--- config.mk ---
export PLATFORM = sky130hd
export DESIGN_NAME = cache_ctrl_flat
export DESIGN_NICKNAME = d
export VERILOG_FILES = /design/src/rtl/cache_pkg.sv /design/src/rtl/cache_ctrl_if.sv /design/src/rtl/set_cmd_if.sv /design/src/rtl/cache_ctrl.sv /design/src/flat_wrapper.sv
export SDC_FILE = /design/constraint.sdc
export NUM_CORES = 1
export LEC_CHECK = 0
export CAP_MARGIN = 20
export CORE_ASPECT_RATIO = 1.25
export CORE_MARGIN = 1
export CORE_UTILIZATION = 47
export CTS_CLUSTER_SIZE = 16
export DETAILED_ROUTE_END_ITERATION = 16
export PLACE_DENSITY = 0.82
export REMOVE_ABC_BUFFERS = 1
export SLEW_MARGIN = 0
export SYNTH_ARGS = -nofsm -noshare
export SYNTH_HDL_FRONTEND = slang
export SYNTH_SLANG_ARGS = --single-unit
--- constraint.sdc ---
create_clock -name clk -period 3.8 [get_ports clk]
set_clock_uncertainty 0.2 [all_clocks]
set_input_delay 0.76 -clock clk [delete_from_list [all_inputs] [get_ports clk]]
set_output_delay 0.76 -clock clk [all_outputs]
set_load 0.02 [all_outputs]
--- src/rtl/cache_pkg.sv ---
// rtl/cache_pkg.sv - shared widths, FSM state codes and set command encodings for cache_ctrl
package cache_pkg;
    localparam int TAG_W  = 5;
    localparam int DATA_W = 16;
    localparam int WORD_W = 2;

    localparam logic [2:0] ST_INIT     = 3'd0;
    localparam logic [2:0] ST_IDLE     = 3'd1;
    localparam logic [2:0] ST_COMP     = 3'd2;
    localparam logic [2:0] ST_WB_RD    = 3'd3;
    localparam logic [2:0] ST_WB_MEM   = 3'd4;
    localparam logic [2:0] ST_FILL_MEM = 3'd5;
    localparam logic [2:0] ST_FILL_WR  = 3'd6;
    localparam logic [2:0] ST_DONE     = 3'd7;

    // Set commands packed as {comp, write}
    localparam logic [1:0] CMD_ACC_RD = 2'b00;
    localparam logic [1:0] CMD_ACC_WR = 2'b01;
    localparam logic [1:0] CMD_CMP_RD = 2'b10;
    localparam logic [1:0] CMD_CMP_WR = 2'b11;

    function automatic logic [1:0] cmp_cmd(input logic wr);
        return wr ? CMD_CMP_WR : CMD_CMP_RD;
    endfunction
endpackage

--- src/rtl/cache_ctrl_if.sv ---
// rtl/cache_ctrl_if.sv - CPU, set-array and main-memory signal bundle for cache_ctrl
interface cache_ctrl_if #(
    parameter int INDEX_W = 3
);
    import cache_pkg::*;
    localparam int ADDR_W = TAG_W + INDEX_W + WORD_W;

    logic                cpu_req;
    logic                cpu_wr;
    logic [ADDR_W-1:0]   cpu_addr;
    logic [DATA_W-1:0]   cpu_wdata;
    logic [DATA_W-1:0]   cpu_rdata;
    logic                cpu_done;
    logic                cpu_busy;

    logic                set_en;
    logic [INDEX_W-1:0]  set_index;
    logic [WORD_W-1:0]   set_word;
    logic                set_comp;
    logic                set_write;
    logic [TAG_W-1:0]    set_tag;
    logic [DATA_W-1:0]   set_data;
    logic                set_valid;
    logic                set_hit;
    logic                set_dirty;
    logic                set_vld;
    logic [TAG_W-1:0]    set_tag_out;
    logic [DATA_W-1:0]   set_rdata;
    logic                set_ack;

    logic                mem_req;
    logic                mem_wr;
    logic [ADDR_W-1:0]   mem_addr;
    logic [DATA_W-1:0]   mem_wdata;
    logic [DATA_W-1:0]   mem_rdata;
    logic                mem_ack;

    modport master (
        input  cpu_req, cpu_wr, cpu_addr, cpu_wdata,
        output cpu_rdata, cpu_done, cpu_busy,
        output set_en, set_index, set_word, set_comp, set_write, set_tag, set_data, set_valid,
        input  set_hit, set_dirty, set_vld, set_tag_out, set_rdata, set_ack,
        output mem_req, mem_wr, mem_addr, mem_wdata,
        input  mem_rdata, mem_ack
    );

    modport slave (
        output cpu_req, cpu_wr, cpu_addr, cpu_wdata,
        input  cpu_rdata, cpu_done, cpu_busy,
        input  set_en, set_index, set_word, set_comp, set_write, set_tag, set_data, set_valid,
        output set_hit, set_dirty, set_vld, set_tag_out, set_rdata, set_ack,
        input  mem_req, mem_wr, mem_addr, mem_wdata,
        output mem_rdata, mem_ack
    );
endinterface

--- src/rtl/set_cmd_if.sv ---
// rtl/set_cmd_if.sv - set-array enable/ack handshake; drops enable for a cycle after ack and pulses cmd_done
module set_cmd_if (
    input  logic clk,
    input  logic rst,
    input  logic cmd_req,
    input  logic set_ack,
    output logic set_en,
    output logic cmd_done
);
    localparam logic [1:0] PH_IDLE = 2'd0;
    localparam logic [1:0] PH_BUSY = 2'd1;
    localparam logic [1:0] PH_GAP  = 2'd2;

    logic [1:0] phase_q, phase_d;

    always_comb begin
        phase_d = phase_q;
        case (phase_q)
            PH_IDLE: if (cmd_req) phase_d = PH_BUSY;
            PH_BUSY: if (set_ack) phase_d = PH_GAP;
            default: phase_d = PH_IDLE;
        endcase
    end

    always_ff @(posedge clk or posedge rst) begin
        if (rst) phase_q <= PH_IDLE;
        else     phase_q <= phase_d;
    end

    // The gap cycle doubles as the done pulse, so a new command can never overlap the old enable
    assign set_en   = (phase_q == PH_BUSY);
    assign cmd_done = (phase_q == PH_GAP);
endmodule

--- src/rtl/cache_ctrl.sv ---
// rtl/cache_ctrl.sv - direct-mapped write-back cache sequencer; CACHE_CTRL_STATS_EN adds hit/miss counters
module cache_ctrl
    import cache_pkg::*;
#(
    parameter int INDEX_W     = 3,
    parameter int WORDS       = 4,
    parameter int MEM_TIMEOUT = 255
) (
    input  logic          clk,
    input  logic          rst,
    cache_ctrl_if.master  bus,
    output logic          err
`ifdef CACHE_CTRL_STATS_EN
    ,
    output logic [15:0]   hit_cnt,
    output logic [15:0]   miss_cnt
`endif
);
    localparam int ADDR_W = TAG_W + INDEX_W + WORD_W;
    localparam int TMO_W  = $clog2(MEM_TIMEOUT + 1);
    localparam logic [TMO_W-1:0]  TMO_MAX  = TMO_W'(MEM_TIMEOUT);
    localparam logic [WORD_W-1:0] LAST_K   = WORD_W'(WORDS - 1);

    logic [2:0]          state_q, state_d;
    logic [WORD_W-1:0]   k_q, k_d;
    logic [INDEX_W-1:0]  init_idx_q, init_idx_d;
    logic [ADDR_W-1:0]   rq_addr_q, rq_addr_d;
    logic                rq_wr_q, rq_wr_d;
    logic [DATA_W-1:0]   rq_wdata_q, rq_wdata_d;
    logic                replay_q, replay_d;
    logic [DATA_W-1:0]   rdata_q, rdata_d;
    logic [DATA_W-1:0]   buf_q, buf_d;
    logic                resp_hit_q, resp_dirty_q, resp_vld_q;
    logic [TAG_W-1:0]    resp_tag_q;
    logic [DATA_W-1:0]   resp_rdata_q;
    logic [TMO_W-1:0]    tmo_q, tmo_d;
    logic                err_q, err_d;

    logic                cmd_req, cmd_done, set_en_w, resp_cap, is_hit;
    logic                mem_req_w, mem_ack_v;
    logic [1:0]          cmd;
    logic [INDEX_W-1:0]  f_index;
    logic [WORD_W-1:0]   f_word;
    logic [TAG_W-1:0]    f_tag;
    logic [DATA_W-1:0]   f_data;
    logic                f_valid;

    wire [TAG_W-1:0]   rq_tag  = rq_addr_q[ADDR_W-1 -: TAG_W];
    wire [INDEX_W-1:0] rq_idx  = rq_addr_q[WORD_W +: INDEX_W];
    wire [WORD_W-1:0]  rq_word = rq_addr_q[WORD_W-1:0];

    assign cmd_req = (state_q == ST_INIT) || (state_q == ST_COMP) ||
                     (state_q == ST_WB_RD) || (state_q == ST_FILL_WR);

    set_cmd_if u_set_cmd (
        .clk      (clk),
        .rst      (rst),
        .cmd_req  (cmd_req),
        .set_ack  (bus.set_ack),
        .set_en   (set_en_w),
        .cmd_done (cmd_done)
    );

    assign resp_cap  = set_en_w && bus.set_ack;
    assign is_hit    = resp_hit_q && resp_vld_q;
    assign mem_req_w = (state_q == ST_WB_MEM) || (state_q == ST_FILL_MEM);
    assign mem_ack_v = mem_req_w && bus.mem_ack;

    always_comb begin
        cmd     = CMD_ACC_RD;
        f_index = rq_idx;
        f_word  = k_q;
        f_tag   = rq_tag;
        f_data  = buf_q;
        f_valid = 1'b1;
        case (state_q)
            ST_INIT: begin
                cmd     = CMD_ACC_WR;
                f_index = init_idx_q;
                f_word  = '0;
                f_tag   = '0;
                f_data  = '0;
                f_valid = 1'b0;
            end
            ST_COMP: begin
                cmd    = cmp_cmd(rq_wr_q);
                f_word = rq_word;
                f_data = rq_wdata_q;
            end
            ST_FILL_WR: cmd = CMD_ACC_WR;
            default: ;
        endcase
    end

    always_comb begin
        state_d    = state_q;
        k_d        = k_q;
        init_idx_d = init_idx_q;
        rq_addr_d  = rq_addr_q;
        rq_wr_d    = rq_wr_q;
        rq_wdata_d = rq_wdata_q;
        replay_d   = replay_q;
        rdata_d    = rdata_q;
        buf_d      = buf_q;
        case (state_q)
            ST_INIT: if (cmd_done) begin
                init_idx_d = init_idx_q + 1'b1;
                if (init_idx_q == '1) state_d = ST_IDLE;
            end
            ST_IDLE: if (bus.cpu_req) begin
                rq_addr_d  = bus.cpu_addr;
                rq_wr_d    = bus.cpu_wr;
                rq_wdata_d = bus.cpu_wdata;
                replay_d   = 1'b0;
                state_d    = ST_COMP;
            end
            ST_COMP: if (cmd_done) begin
                k_d = '0;
                if (is_hit) begin
                    state_d = ST_DONE;
                    if (!rq_wr_q) rdata_d = resp_rdata_q;
                end else if (resp_dirty_q) begin
                    state_d = ST_WB_RD;
                end else begin
                    state_d = ST_FILL_MEM;
                end
            end
            ST_WB_RD: if (cmd_done) state_d = ST_WB_MEM;
            // Write-back data and victim tag stay in the response registers until the next set command
            ST_WB_MEM: if (mem_ack_v) begin
                if (k_q == LAST_K) begin
                    k_d     = '0;
                    state_d = ST_FILL_MEM;
                end else begin
                    k_d     = k_q + 1'b1;
                    state_d = ST_WB_RD;
                end
            end
            ST_FILL_MEM: if (mem_ack_v) begin
                buf_d   = bus.mem_rdata;
                state_d = ST_FILL_WR;
            end
            ST_FILL_WR: if (cmd_done) begin
                if (k_q == LAST_K) begin
                    replay_d = 1'b1;
                    state_d  = ST_COMP;
                end else begin
                    k_d     = k_q + 1'b1;
                    state_d = ST_FILL_MEM;
                end
            end
            ST_DONE: state_d = ST_IDLE;
            default: state_d = ST_INIT;
        endcase
    end

    // Counter restarts on every new memory transaction, including back-to-back ones
    always_comb begin
        tmo_d = tmo_q;
        if (!mem_req_w || mem_ack_v) tmo_d = '0;
        else if (tmo_q != TMO_MAX)   tmo_d = tmo_q + 1'b1;
        err_d = err_q || (mem_req_w && !mem_ack_v && (tmo_q == TMO_MAX));
    end

    always_ff @(posedge clk or posedge rst) begin
        if (rst) begin
            state_q      <= ST_INIT;
            k_q          <= '0;
            init_idx_q   <= '0;
            rq_addr_q    <= '0;
            rq_wr_q      <= 1'b0;
            rq_wdata_q   <= '0;
            replay_q     <= 1'b0;
            rdata_q      <= '0;
            buf_q        <= '0;
            resp_hit_q   <= 1'b0;
            resp_dirty_q <= 1'b0;
            resp_vld_q   <= 1'b0;
            resp_tag_q   <= '0;
            resp_rdata_q <= '0;
            tmo_q        <= '0;
            err_q        <= 1'b0;
        end else begin
            state_q    <= state_d;
            k_q        <= k_d;
            init_idx_q <= init_idx_d;
            rq_addr_q  <= rq_addr_d;
            rq_wr_q    <= rq_wr_d;
            rq_wdata_q <= rq_wdata_d;
            replay_q   <= replay_d;
            rdata_q    <= rdata_d;
            buf_q      <= buf_d;
            tmo_q      <= tmo_d;
            err_q      <= err_d;
            if (resp_cap) begin
                resp_hit_q   <= bus.set_hit;
                resp_dirty_q <= bus.set_dirty;
                resp_vld_q   <= bus.set_vld;
                resp_tag_q   <= bus.set_tag_out;
                resp_rdata_q <= bus.set_rdata;
            end
        end
    end

    assign bus.cpu_rdata = rdata_q;
    assign bus.cpu_done  = (state_q == ST_DONE);
    assign bus.cpu_busy  = !rst && (state_q != ST_IDLE);

    assign bus.set_en    = set_en_w;
    assign bus.set_index = set_en_w ? f_index : '0;
    assign bus.set_word  = set_en_w ? f_word  : '0;
    assign bus.set_comp  = set_en_w && cmd[1];
    assign bus.set_write = set_en_w && cmd[0];
    assign bus.set_tag   = set_en_w ? f_tag   : '0;
    assign bus.set_data  = set_en_w ? f_data  : '0;
    assign bus.set_valid = set_en_w && f_valid;

    assign bus.mem_req   = mem_req_w;
    assign bus.mem_wr    = (state_q == ST_WB_MEM);
    assign bus.mem_addr  = !mem_req_w ? '0 :
                           {((state_q == ST_WB_MEM) ? resp_tag_q : rq_tag), rq_idx, k_q};
    assign bus.mem_wdata = (state_q == ST_WB_MEM) ? resp_rdata_q : '0;
    assign err           = err_q;

`ifdef CACHE_CTRL_STATS_EN
    logic [15:0] hit_cnt_q, hit_cnt_d, miss_cnt_q, miss_cnt_d;

    always_comb begin
        hit_cnt_d  = hit_cnt_q;
        miss_cnt_d = miss_cnt_q;
        if (state_q == ST_COMP && cmd_done) begin
            if (is_hit) begin
                if (!replay_q && hit_cnt_q != '1) hit_cnt_d = hit_cnt_q + 16'd1;
            end else if (miss_cnt_q != '1) begin
                miss_cnt_d = miss_cnt_q + 16'd1;
            end
        end
    end

    always_ff @(posedge clk or posedge rst) begin
        if (rst) begin
            hit_cnt_q  <= '0;
            miss_cnt_q <= '0;
        end else begin
            hit_cnt_q  <= hit_cnt_d;
            miss_cnt_q <= miss_cnt_d;
        end
    end

    assign hit_cnt  = hit_cnt_q;
    assign miss_cnt = miss_cnt_q;
`endif
endmodule

--- src/flat_wrapper.sv ---
// flat-port wrapper written by rule: the top's interface ports become plain ports
module cache_ctrl_flat import cache_pkg::*;
#(
    parameter int INDEX_W     = 3,
    parameter int WORDS       = 4,
    parameter int MEM_TIMEOUT = 255
)
  (clk, rst, err, bus_cpu_req, bus_cpu_wr, bus_cpu_addr, bus_cpu_wdata, bus_cpu_rdata, bus_cpu_done, bus_cpu_busy, bus_set_en, bus_set_index, bus_set_word, bus_set_comp, bus_set_write, bus_set_tag, bus_set_data, bus_set_valid, bus_set_hit, bus_set_dirty, bus_set_vld, bus_set_tag_out, bus_set_rdata, bus_set_ack, bus_mem_req, bus_mem_wr, bus_mem_addr, bus_mem_wdata, bus_mem_rdata, bus_mem_ack);
  cache_ctrl_if #(.INDEX_W(INDEX_W)) bus_i ();
  input  logic clk;
  input  logic rst;
  output logic err;
  input wire logic [$bits(bus_i.cpu_req)-1:0] bus_cpu_req;
  input wire logic [$bits(bus_i.cpu_wr)-1:0] bus_cpu_wr;
  input wire logic [$bits(bus_i.cpu_addr)-1:0] bus_cpu_addr;
  input wire logic [$bits(bus_i.cpu_wdata)-1:0] bus_cpu_wdata;
  output wire logic [$bits(bus_i.cpu_rdata)-1:0] bus_cpu_rdata;
  output wire logic [$bits(bus_i.cpu_done)-1:0] bus_cpu_done;
  output wire logic [$bits(bus_i.cpu_busy)-1:0] bus_cpu_busy;
  output wire logic [$bits(bus_i.set_en)-1:0] bus_set_en;
  output wire logic [$bits(bus_i.set_index)-1:0] bus_set_index;
  output wire logic [$bits(bus_i.set_word)-1:0] bus_set_word;
  output wire logic [$bits(bus_i.set_comp)-1:0] bus_set_comp;
  output wire logic [$bits(bus_i.set_write)-1:0] bus_set_write;
  output wire logic [$bits(bus_i.set_tag)-1:0] bus_set_tag;
  output wire logic [$bits(bus_i.set_data)-1:0] bus_set_data;
  output wire logic [$bits(bus_i.set_valid)-1:0] bus_set_valid;
  input wire logic [$bits(bus_i.set_hit)-1:0] bus_set_hit;
  input wire logic [$bits(bus_i.set_dirty)-1:0] bus_set_dirty;
  input wire logic [$bits(bus_i.set_vld)-1:0] bus_set_vld;
  input wire logic [$bits(bus_i.set_tag_out)-1:0] bus_set_tag_out;
  input wire logic [$bits(bus_i.set_rdata)-1:0] bus_set_rdata;
  input wire logic [$bits(bus_i.set_ack)-1:0] bus_set_ack;
  output wire logic [$bits(bus_i.mem_req)-1:0] bus_mem_req;
  output wire logic [$bits(bus_i.mem_wr)-1:0] bus_mem_wr;
  output wire logic [$bits(bus_i.mem_addr)-1:0] bus_mem_addr;
  output wire logic [$bits(bus_i.mem_wdata)-1:0] bus_mem_wdata;
  input wire logic [$bits(bus_i.mem_rdata)-1:0] bus_mem_rdata;
  input wire logic [$bits(bus_i.mem_ack)-1:0] bus_mem_ack;
  assign bus_i.cpu_req = bus_cpu_req;
  assign bus_i.cpu_wr = bus_cpu_wr;
  assign bus_i.cpu_addr = bus_cpu_addr;
  assign bus_i.cpu_wdata = bus_cpu_wdata;
  assign bus_cpu_rdata = bus_i.cpu_rdata;
  assign bus_cpu_done = bus_i.cpu_done;
  assign bus_cpu_busy = bus_i.cpu_busy;
  assign bus_set_en = bus_i.set_en;
  assign bus_set_index = bus_i.set_index;
  assign bus_set_word = bus_i.set_word;
  assign bus_set_comp = bus_i.set_comp;
  assign bus_set_write = bus_i.set_write;
  assign bus_set_tag = bus_i.set_tag;
  assign bus_set_data = bus_i.set_data;
  assign bus_set_valid = bus_i.set_valid;
  assign bus_i.set_hit = bus_set_hit;
  assign bus_i.set_dirty = bus_set_dirty;
  assign bus_i.set_vld = bus_set_vld;
  assign bus_i.set_tag_out = bus_set_tag_out;
  assign bus_i.set_rdata = bus_set_rdata;
  assign bus_i.set_ack = bus_set_ack;
  assign bus_mem_req = bus_i.mem_req;
  assign bus_mem_wr = bus_i.mem_wr;
  assign bus_mem_addr = bus_i.mem_addr;
  assign bus_mem_wdata = bus_i.mem_wdata;
  assign bus_i.mem_rdata = bus_mem_rdata;
  assign bus_i.mem_ack = bus_mem_ack;
  cache_ctrl #(.INDEX_W(INDEX_W), .WORDS(WORDS), .MEM_TIMEOUT(MEM_TIMEOUT)) u_core (.clk(clk), .rst(rst), .bus(bus_i), .err(err));
endmodule
## Word-level counts from Yosys, hierarchy flattened

Cells that the tools add are included.

| operators by class | value |
|---|---|
| shifts and indexed selects | 0 |
| $lt $le $gt $ge | 0 |
| add/sub/neg operators | 3 |
| divide/modulo/power cells | 0 |
| reduce and logical (&&, ||, !) cells | 30 |
| multiply operators | 0 |
| bitwise operators | 1 |
| equal/unequal tests | 25 |
| muxes and demuxes | 38 |

Operators with widths:

| operator | number |
|---|---|
| 3-bit two-way mux | 14 |
| 16-bit two-way mux | 2 |
| 16-bit one-hot mux with 2 select lines | 1 |
| 3-bit one-hot mux with 8 select lines | 1 |
| 2-bit two-way mux | 8 |
| 8-bit two-way mux | 2 |
| 3-bit == test (second input constant) | 5 |
| 5-bit two-way mux | 3 |
| 2-bit by 1-bit inequality test with 1-bit output (second input constant) | 7 |
| 2-bit one-hot mux with 2 select lines | 3 |
| 10-bit two-way mux | 1 |
| 1-bit logical AND | 9 |
| 8-bit by 1-bit adder with 8-bit output (second input constant) | 1 |
| 8-bit == test (second input constant) | 1 |
| 2-bit inequality test (second input constant) | 4 |
| 8-bit inequality test (second input constant) | 1 |
| 2-bit AND reduction | 4 |
| 8-bit AND reduction | 1 |
| 3-bit by 2-bit == test with 1-bit output (second input constant) | 2 |
| 1-bit logical OR | 6 |
| 2-bit one-hot mux with 3 select lines | 1 |
| 5-bit AND reduction | 1 |
| 2-bit == test (second input constant) | 2 |
| 4-bit AND reduction | 1 |
| 13 further kinds | 16 |

| word-level totals | value |
|---|---|
| word-level logic and storage cells | 113 |
| memories | 0 |
| register bits | 102 |
| memory bits (writable) | 0 |
| input port bits | 72 |
| ROM bits | 0 |
| bits in latches | 0 |

## Logic depth before layout (Yosys ltp)

| depth | value |
|---|---|
| depth in word-level cells | 7 |
| gate-level depth with buffers | 7 |
| depth with buffers taken out | 6 |

## By module

Synthesis repeated with hierarchy kept, for this count alone.

| second synthesis, totals | value |
|---|---|
| cells, all modules | 383 |
| area total of the unflattened synthesis | 4730.8 µm² |

By module, submodules not included:

| module | area each (µm²) | cells an instance | instances |
|---|---|---|---|
| cache_ctrl | 4636.9 | 375 | 1 |
| set_cmd_if | 93.8 | 8 | 1 |

## Worst setup path after synthesis

Ideal clock, no wire load.

| timing | value |
|---|---|
| kind | register to output |
| from | register u_core.state_q[2] |
| to | output port bus_set_write |
| data required time | 2.840 ns |
| buffers on the path | 3 |
| arrival | 1.798 ns |
| cell stages (with the launch flop) | 7 |
| slack | 1.042 ns |
| cells stage by stage | dfrtp_1 clkbuf_2 nand2b_1 buf_2 inv_2 clkbuf_1 nor4_1 |

| between the ends | value |
|---|---|
| cells in the longest elaborated chain, start to end | 4 |
| elaborated cells between the ends (all ways) | 6 |

Ends and longest elaborated chain:

| item | RTL line | text |
|---|---|---|
| from (decl) | cache_ctrl.sv:24 | `logic [2:0] state_q, state_d;` |
| from (signal assigned) | cache_ctrl.sv:184 | `state_q <= state_d;` |
| 3-bit == test or 3-bit logical NOT (tied branches) | cache_ctrl.sv:76 | `case (state_q)` |
| 2-bit OR reduction (no line) | -- |  |
| 2-bit one-hot mux with 2 select lines * | cache_ctrl.sv:76 |  |
| 1-bit logical AND * | cache_ctrl.sv:213 | `assign bus.set_write = set_en_w && cmd[0];` |
| to (decl) | flat_wrapper.sv:24 | `output wire logic [$bits(bus_i.set_write)-1:0] bus_set_write;` |

Mark *: on every way between the ends. The rest lies on a longest branch, timed or not.

## Final worst setup path

| timing | value |
|---|---|
| from | register u_core.state_q[2] |
| to | output port bus_set_data[1] |

| between the ends | value |
|---|---|
| cells in the longest elaborated chain, start to end | 3 |
| elaborated cells between the ends (all ways) | 4 |

Ends and longest elaborated chain:

| item | RTL line | text |
|---|---|---|
| 3-bit by 2-bit == test with 1-bit output or 3-bit logical NOT (tied branches) | cache_ctrl.sv:76 |  |
| 16-bit one-hot mux with 2 select lines * | cache_ctrl.sv:76 |  |
| 16-bit two-way mux * | cache_ctrl.sv:215 | `assign bus.set_data = set_en_w ? f_data : '0;` |
| to (decl) | flat_wrapper.sv:26 | `output wire logic [$bits(bus_i.set_data)-1:0] bus_set_data;` |

Marked as above.

==> flow_summary.ini <==
[layout]
multi_input_area_sq_mm = 0.00200
layout-drive-gt1-share = 0.227
diodes = 0
final_nets = 592
seqCellArea_sq_mm = 0.00255
fillCellCount = 702
fin_util = 0.683
syn_to_final_growth_pct = 40.9

[logic_synthesis]
synthAdderAreaFrac = 0.0107
synth.most_common_cell = dfrtp_1
synth_ff_type = dfrtp_1
synth.top_cell.area_share = 0.545
seq_area_frac_synth = 0.545
syn-cell-area_sq_mm = 0.00468
synth_compound_area_frac = 0.0781
syn_area_per_cell_sq_um = 12.7
yosys.area_share.simple = 0.0978
synthArstFlopShare = 1.00
synth_top_area_cell = dfrtp_1
synth_top_family_by_area = multiplexers
synth_edf_count = 0
ys_ff_latch = 102
netlist_instances = 369
synth_xor_xnor_area_share = 0.00748
muxShareOfSynthArea = 0.232
netlist_top_cells_area = dfrtp_1 (55%), mux2_2 (20%), a22o_1 (3.4%)
synth_cell_types = 43
ys_warn_count = 0
synth_commonest_cells = dfrtp_1 (102), mux2_2 (85), nor2_1 (21), and3_1 (20), a22o_1 (18)

[floorplanning]
io_pins = 149
die_w_um = 91.3
num_rows = 40
coreArea_sq_mm = 0.00966
fp.dieArea_sq_mm = 0.0104
fp.dieH_um = 114
initial_core_util = 0.485

[critical_path]
path_cells = nor2_2, and3_1, buf_4, a22o_1, clkdlybuf4s50_1
path_max_fanout = 18
critical_path_class = reg -> out
reg2reg_slack_ps = 1470
reg2reg_from = u_core.state_q[2]
rr_endpoint = u_core.buf_q[10]
cp_data_required_time_ps = 2840
max_stage_delay_ps = 640
critPathLaunchType = flip-flop
worstPathArrival_ps = 2390
slowest_stage = clkdlybuf4s50_1
end_kind = output port
reg2reg_depth = 4

[outcome]
outcome = complete, no violations

[global_routing]
grt_max_degree = 43
met3_usage = 0.0413
use_met2 = 0.390
busiest_layer = met2
antenna_found_initial = 0
grt_overflow = 0
grtUsageTotal = 0.231
grt_pass1_wl_um = 18400
met1_usage = 0.288
first_global_vias = 3548

[cts]
clk_path_buf_depth = 2
cts_tree = yes
holdBufCountCts = 0
post_cts_resized = 0
clk_latency_ps = 340
cts.sink_count = 102
clk_pin_slew_ps = 60
cts_setup_buffers = 0
cts_max_level = 3
cts_buffers = 9
cts_root_buf = clkbuf_16

[worst_hold_path]
hold_class = reg -> reg
hold_depth = 1
hp-start = u_core.u_set_cmd.phase_q[1]
holdPathEnd = u_core.u_set_cmd.phase_q[0]

[timing]
rsz0062_at_grt = false
relSlewSlack = 0.629
max_slew.worst_pin.slew_ps = 555
setup_viol_count_final = 0
final.setup.tns_ps = 0
final_hold_viol_count = 0
holdWs_ps = 285
final.setup.worst_slack_ps = 445
slew_violations = 0
post-route-period-util = 0.883
min_period_ps = 3350
max_freq_ghz = 0.298

[flow_run]
cap_violations = 0

[power_and_ir_drop]
peakVddDrop_mv = 0.513
p_sw_mw = 1.85
clkPwrFrac = 0.180
combPwrFrac = 0.448
p_int_mw = 3.23
power_mw = 5.08
switching_share = 0.364
p_leak_nw = 2.88
p_per_area_mw_per_mm2 = 770
p_seq_frac = 0.372

[place]
portBuffers = 148
gp_congestion = 0.831
dp_hpwl_um = 8350
post-place-ws_ps = 805

[routing]
num_vias = 3473
vias_per_cell = 5.38
ant_nets = 0
drt_first_pass_iters = 5
wl_per_cell_um = 17.8
drt-initial-drc-count = 180
wirelength_um = 11500
drc = 0
worst max-delay path by stage:
stage / to / slack, ps / cells after the start / startpoint
after detailed placement: bus_set_data[1] / 800 / 5 / u_core.state_q[2]
final: bus_set_data[1] / 450 / 5 / u_core.state_q[2]
after floorplan: u_core.buf_q[0] / 160 / 1 / rst
after global placement: bus_set_word[1] / 870 / 5 / u_core.state_q[2]
after global routing: bus_set_write / 290 / 4 / u_core.state_q[1]
after CTS: bus_set_data[1] / 450 / 5 / u_core.state_q[2]
through the flow:
| stage | cell area (sq um) | cells |
|---|---|---|
| 2_1_floorplan | 4580 | 348 |
| 3_3_place_gp | 6300 | 631 |
| 3_5_place_dp | 6300 | 631 |
| 4_1_cts | 6590 | 646 |
| 5_1_grt | 6590 | 646 |
| 6_report | 6590 | 646 |
kinds of logic after synthesis:
kind of cell / after synthesis
flops: 102
mux: 98
simple gates: 82
compound gates: 50
buf+inv: 29
xor+xnor: 4
fa+ha+maj: 4
layer usage:
layer	up-vias	share of wire
met1	1698	0.41
met4	0	0.041
met5	-	0
met3	33	0.043
li1	1622	-
met2	120	0.51
placed cells by master (no fill, tap or decap), types with 2 or more instances in the layout:
cell	netlist	final
clkdlybuf4s50_1	0	148
dfrtp_1	102	102
mux2_2	85	85
nor2_1	21	21
and3_1	20	20
a22o_1	18	18
mux2i_1	13	13
and2_1	9	9
clkbuf_16	0	9
nand2_1	8	8
buf_4	0	8
nand2b_1	7	7
o21ai_0	7	7
a21oi_1	7	7
inv_1	6	5
a31oi_1	4	4
nand3_1	4	4
ha_1	4	4
nor3_1	3	3
a211oi_1	3	3
inv_6	0	3
inv_2	2	2
xor2_1	2	2
nand3b_1	2	2
xnor2_1	2	2
o31ai_1	2	2
critical path, delay by kind of cell (launching register included):
kind                   cells  cell delay, ps
DFF                        1             560
buffers and inverters      2             870
AOI/OAI and AO/OA          1             190
and+or+nand+nor            2             440
layout make-up:
cell class                      count  share of cell area
Sequential cell                   102               0.387
Multi-Input combinational cell    238               0.303
Timing Repair Buffer              157               0.237
Clock buffer                        9              0.0342
Tap cell                          126              0.0239
Clock inverter                      6              0.0104
Inverter                            8             0.00493
sequential cells by signal, indices dropped and copies added, names as in the netlist, 3 cells and up:
name / flops
u_core.buf_q: 16
u_core.bus.cpu_rdata: 16
u_core.resp_rdata_q: 16
u_core.rq_wdata_q: 16
u_core.rq_addr_q: 10
u_core.tmo_q: 8
u_core.resp_tag_q: 5
u_core.init_idx_q: 3
u_core.state_q: 3
power groups by stage:
stage                     sequential, mW  combinational, mW  clock, mW
after floorplan                     1.83               1.37          0
after global placement              1.88               2.21          0
after detailed placement            1.90               2.27          0
after CTS                           1.88               2.29      0.932
after global routing                1.95               2.44      0.982
final                               1.89               2.28      0.914
Power figures use the tool's default switching activity.
